[src/rtl/collision_resolver.sv]
// rtl/collision_resolver.sv - per-frame player/obstacle collision resolution FSM
// Latches one frame on start, then either free-moves the player or pushes it out of the obstacle.
module collision_resolver (
  input  logic        clock,
  input  logic        resetn,
  input  logic        start,
  input  logic [31:0] pos_in,
  input  logic [31:0] vel_in,
  input  logic [31:0] size_in,
  input  logic [31:0] obj_pos,
  input  logic [31:0] obj_size,
  input  logic [3:0]  coll,
  output logic        busy,
  output logic        done,
  output logic [31:0] pos_out,
  output logic [31:0] vel_out,
  output logic        grounded,
  output logic [7:0]  hit_count
);

  typedef enum logic [1:0] {IDLE, EVAL, RESOLVE, DONE} state_t;

  state_t      state;
  logic [31:0] p, v, sz, op, os;
  logic [3:0]  c;
  logic        grnd;

  logic [15:0] x, y, vx, vy, w, h, ox, oy, ow, oh;
  logic [31:0] mov_pos, res_pos, res_vel;
  logic        res_grnd;

  assign x  = p[31:16];
  assign y  = p[15:0];
  assign vx = v[31:16];
  assign vy = v[15:0];
  assign w  = sz[31:16];
  assign h  = sz[15:0];
  assign ox = op[31:16];
  assign oy = op[15:0];
  assign ow = os[31:16];
  assign oh = os[15:0];

  // Components are added separately so no carry crosses from y into x.
  assign mov_pos = {x + vx, y + vy};

  // Vertical motion takes priority; a purely horizontal overlap is a wall hit.
  always_comb begin
    res_pos  = p;
    res_vel  = v;
    res_grnd = 1'b0;
    if (vy != 16'd0) begin
      res_pos[31:16] = x + vx;
      res_vel[15:0]  = 16'd0;
      if (!vy[15]) begin
        res_pos[15:0] = oy - h - 16'd1;
        res_grnd      = 1'b1;
      end else begin
        res_pos[15:0] = oy + oh + 16'd1;
      end
    end else if (vx != 16'd0) begin
      res_vel[31:16] = 16'd0;
      if (!vx[15]) res_pos[31:16] = ox - w - 16'd1;
      else         res_pos[31:16] = ox + ow + 16'd1;
    end
  end

  always_ff @(posedge clock) begin
    if (!resetn) begin
      state     <= IDLE;
      busy      <= 1'b0;
      done      <= 1'b0;
      pos_out   <= 32'd0;
      vel_out   <= 32'd0;
      grounded  <= 1'b0;
      hit_count <= 8'd0;
      p         <= 32'd0;
      v         <= 32'd0;
      sz        <= 32'd0;
      op        <= 32'd0;
      os        <= 32'd0;
      c         <= 4'd0;
      grnd      <= 1'b0;
    end else begin
      done <= 1'b0;
      case (state)
        IDLE: begin
          if (start) begin
            p     <= pos_in;
            v     <= vel_in;
            sz    <= size_in;
            op    <= obj_pos;
            os    <= obj_size;
            c     <= coll;
            busy  <= 1'b1;
            state <= EVAL;
          end
        end
        EVAL: begin
          if (c == 4'b1111) begin
            state <= RESOLVE;
          end else begin
            p     <= mov_pos;
            grnd  <= 1'b0;
            state <= DONE;
          end
        end
        RESOLVE: begin
          p    <= res_pos;
          v    <= res_vel;
          grnd <= res_grnd;
          if (hit_count != 8'hFF) hit_count <= hit_count + 8'd1;
          state <= DONE;
        end
        DONE: begin
          pos_out  <= p;
          vel_out  <= v;
          grounded <= grnd;
          done     <= 1'b1;
          busy     <= 1'b0;
          state    <= IDLE;
        end
        default: begin
          busy  <= 1'b0;
          state <= IDLE;
        end
      endcase
    end
  end

endmodule

[config.mk]
export PLATFORM = sky130hd
export DESIGN_NAME = collision_resolver
export DESIGN_NICKNAME = d
export VERILOG_FILES = /design/src/rtl/collision_resolver.sv
export SDC_FILE = /design/constraint.sdc
export NUM_CORES = 1
export LEC_CHECK = 0
export ABC_AREA = 1
export CORE_ASPECT_RATIO = 0.7
export CORE_MARGIN = 4
export CORE_UTILIZATION = 49
export DETAILED_ROUTE_END_ITERATION = 12
export PLACE_DENSITY = 0.77
export SETUP_SLACK_MARGIN = 0.5
export SLEW_MARGIN = 5
export SYNTH_ARGS = -nofsm -noshare
export SYNTH_HDL_FRONTEND = slang
export SYNTH_SLANG_ARGS = --single-unit
[constraint.sdc]
create_clock -name clock -period 2.1 [get_ports clock]
set_clock_uncertainty 0.2 [all_clocks]
set_input_delay 0.42 -clock clock [delete_from_list [all_inputs] [get_ports clock]]
set_output_delay 0.42 -clock clock [all_outputs]
set_load 0.01 [all_outputs]
==> key figures <==
Min path
  • HP Class: primary input to register
  • Hold Crit Start: resetn
  • Worst Hold Path Cells: 3
  • Hold Path Sink: hit_count[2]$_SDFFE_PN0P_

Drt
  • DR vias: 17400
  • Vias per cell: 5.74
  • Drt total wl: 59300 µm
  • Post-route DRC: 0
  • WL/cell: 19.6 µm
  • First-pass DRT Iterations: 6
  • Antenna-violating nets left: 0
  • Iter 0 DRT Violations: 1572

Critical path
  • Req. time, crit path: 2.39 ns
  • R2R cell count: 11
  • CP Launch Type: register
  • Worst r2r src: v[1]$_SDFFE_PN0P_
  • Crit-path max FO: 4
  • Reg2Reg Capture Point: p[6]$_SDFFE_PN0P_
  • Worst setup EP type: register
  • Worst EP arrival: 2.75 ns
  • FF-to-FF setup slack: -0.36 ns
  • Setup Crit Path Kind: register to register

Synthesis
  • EDFF count, synth: 0
  • Synth Flop Type: dfxtp_1
  • Synthesized cell area: 14600 µm²
  • Seq/Total Area, Yosys: 33.1%
  • Post-synthesis compound-gate area fraction: 17.5%
  • Synth cell types: 48
  • Largest family of logic cells by synthesized area: simple AND/OR/NAND/NOR gates
  • Number of synthesis warnings: 0
  • Synthesized flop and latch total: 242
  • Post-Synth XOR/XNOR Area: 1.02%
  • Synthesized area per cell: 6.54 µm²
  • FFs w/ async S/R, synth: 0%
  • Synth Instances: 2237
  • Synth Area in Adders: 9.12%
  • Post-Syn Nets: 2507
  • Post-synthesis mux area share: 0.0684%
  • Post-Synth Simple-Gate Area: 30.6%

STA
  • Max-slew violations: 0
  • Crit share post-route: 117%
  • Fmax: 0.407 GHz
  • RSZ-0062 raised after global routing: true
  • Final min period: 2.46 ns
  • Worst slew pin tran: 0.514 ns
  • Fin Hold WS: 0.0915 ns
  • Final Hold Fails: 0
  • Final setup viols: 13
  • Relative slew slack: 65.7%
  • Post-route setup slack: -0.359 ns

GRT
  • Largest net degree at the start of global routing: 73
  • First-pass GRT wire length: 82600 µm
  • Initial antenna violation count: 2
  • Vias in the first global route: 16000
  • GRT Residual Overflow: 0
  • Total GRT Usage: 30.2%

Flow run
  • Max-Cap Viols: 0

Clock tree
  • Skew-Pair Late Insertion Delay: 0.56 ns
  • Max Root-Sink Buffers: 3
  • Num CTS Buffers: 26
  • # hold bufs at CTS: 0
  • H-tree depth: 1
  • Clock-pin slew of the registers on the worst-case setup and hold paths: 0.07 ns
  • Clk root buf: clkbuf_16
  • CTS tree: yes
  • CTS Sinks: 242

Floorplan
  • Die Y: 153 µm
  • I/O pin count: 242
  • Initial Util: 50.2%
  • Rows: 52
  • Core footprint: 29100 µm²
  • Die area: 32700 µm²
  • Width of the die: 215 µm

Final layout
  • Share of layout cells above drive strength 1: 39.7%
  • Final Core Density: 80.4%
  • Final layout net count: 2902
  • Fin area: 23400 µm²
  • FILL cells: 1936
  • Multi-input gate area: 11500 µm²
  • Storage cell area: 5130 µm²
  • Area grow syn2layout: 60.2%

Power
  • P per Cell Area: 1390 nW/µm²
  • Maximum VDD drop: 0.921 mV
  • Leakage: 10.2 nW

Run status
  • Status: complete, but fails checks
  • Failing checks: negative setup slack

Placement
  • Cell Area, Placed: 19400 µm²
  • Placer Congestion: 0.973
  • PortBufs: 241
  • Final HPWL DP: 38400 µm
## how the worst max path moves through the flow
stage / slack, ns / endpoint / depth (start not counted) / startpoint
5_1_grt: -0.33 / p[6]$_SDFFE_PN0P_ / 11 / v[1]$_SDFFE_PN0P_
2_1_floorplan: 0.14 / p[14]$_SDFFE_PN0P_ / 15 / sz[0]$_SDFFE_PN0P_
4_1_cts: -0.04 / p[14]$_SDFFE_PN0P_ / 16 / op[0]$_SDFFE_PN0P_
6_report: -0.36 / p[6]$_SDFFE_PN0P_ / 11 / v[1]$_SDFFE_PN0P_
3_5_place_dp: -0.1 / sz[19]$_SDFFE_PN0P_ / 7 / start
3_3_place_gp: -0.11 / sz[19]$_SDFFE_PN0P_ / 7 / start
## metal layers
layer	GRT usage (%)	up-vias	share of wire, %	routed length (µm)
met5	0	-	0	0
met3	4.44	226	7.1	4200
met2	51.1	841	47	27800
met1	39.9	8171	41	24600
li1	-	8139	-	-
met4	9.44	0	4.6	2720
## sequential cells by signal, indices dropped and copies added (netlist names), 2 cells and up
name and count:
op 32, state 2, sz 32, pos_out 32
vel_out 32, p 32, os 32, hit_count 8
c 4, v 32
## report_power, final
| part | leakage, nW | switching, mW | total [mW] | internal [mW] |
|---|---|---|---|---|
| clock | 0.381 | 1.99 | 4.43 | 2.44 |
| sequential | 2.07 | 1.44 | 7.48 | 6.04 |
| combinational | 7.73 | 11.5 | 20.6 | 9.09 |
## synth_stat cells, types with 5 or more instances
library cell    n  area [µm²]
fa_1            6         120
nor2_1        377        1420
nor3_1          6        30.0
nand4_1        21         131
buf_1           8        30.0
and2_1          7        43.8
xor2_1         10        87.6
clkbuf_1       63         236
nand3b_1        7        52.6
dfxtp_1       242        4840
nand2_1       462        1730
buf_6           8        90.1
ha_1           97        1210
a21o_1          5        37.5
a21oi_1       201        1010
inv_1         212         796
or2_2          13        81.3
buf_4           6        45.0
o21ai_0       237        1190
nand3_1       169         846
o21ai_1        14        70.1
xnor2_1         7        61.3
## cell usage in the layout, fill, tap and decap left out, types with 52 or more instances in the layout
master	n
nand2_1	337
ha_4	88
inv_1	168
clkdlybuf4s50_1	165
nand3_1	78
o21ai_0	172
a21oi_1	142
buf_4	156
o21ai_1	55
nor2_1	315
nand2_2	94
dfxtp_2	137
a21oi_2	52
buf_6	101
dfxtp_1	75
nand3_2	82
## critical path, cell delays in order (launching register included)
cell and delay [ns]:
dfxtp_1 0.50, inv_1 0.17, fa_2 0.40, inv_2 0.08
nand4_1 0.13, o211ai_1 0.23, buf_4 0.19, or2_2 0.11
nand3_2 0.06, nand3_2 0.06, nand2_1 0.07, a21oi_1 0.17
## area by class of cell
| type | count | area share, % |
|---|---|---|
| flip-flops and latches | 242 | 21.9 |
| multi-input cells | 1687 | 49.2 |
| inverters | 221 | 3.91 |
| repair buffers | 453 | 19.6 |
| diodes | 2 | 0.0214 |
| repair inverters | 1 | 0.0694 |
| clock inverters | 8 | 0.224 |
| clock buffers | 35 | 3.14 |
| well taps | 378 | 2.02 |
## per-stage QoR
step	TNS (ns)	std cells	power, mW	setup slack, ns
6_report	-1.99	3027	32.5	-0.359
5_1_grt	-3.31	3027	34.3	-0.331
4_1_cts	-0.139	2969	28.6	-0.0390
3_5_place_dp	-1.83	2883	22.5	-0.0992
3_3_place_gp	-0.380	2883	22.2	-0.110
2_1_floorplan	0	2237	17.3	0.136
## kinds of logic (layout without fill, tap and decap cells)
kind of cell / Yosys count / after routing
AO/OA/AOI/OAI: 486 / 486
XOR/XNOR: 17 / 17
other: 0 / 2
adder cells (fa/ha/maj): 103 / 103
AND/OR/NAND/NOR: 1079 / 1080
buffers and inverters: 309 / 718
flip-flops: 242 / 242
multiplexers: 1 / 1
## timing repair
action / in CTS / in global routing
buffers inserted: 43 / 46
setup endpoints to repair: 293 / 311
gates resized for setup: 657 / 433
cloned: 0 / 10
pin swaps: 113 / 186
(Power assumes the default switching activity.)
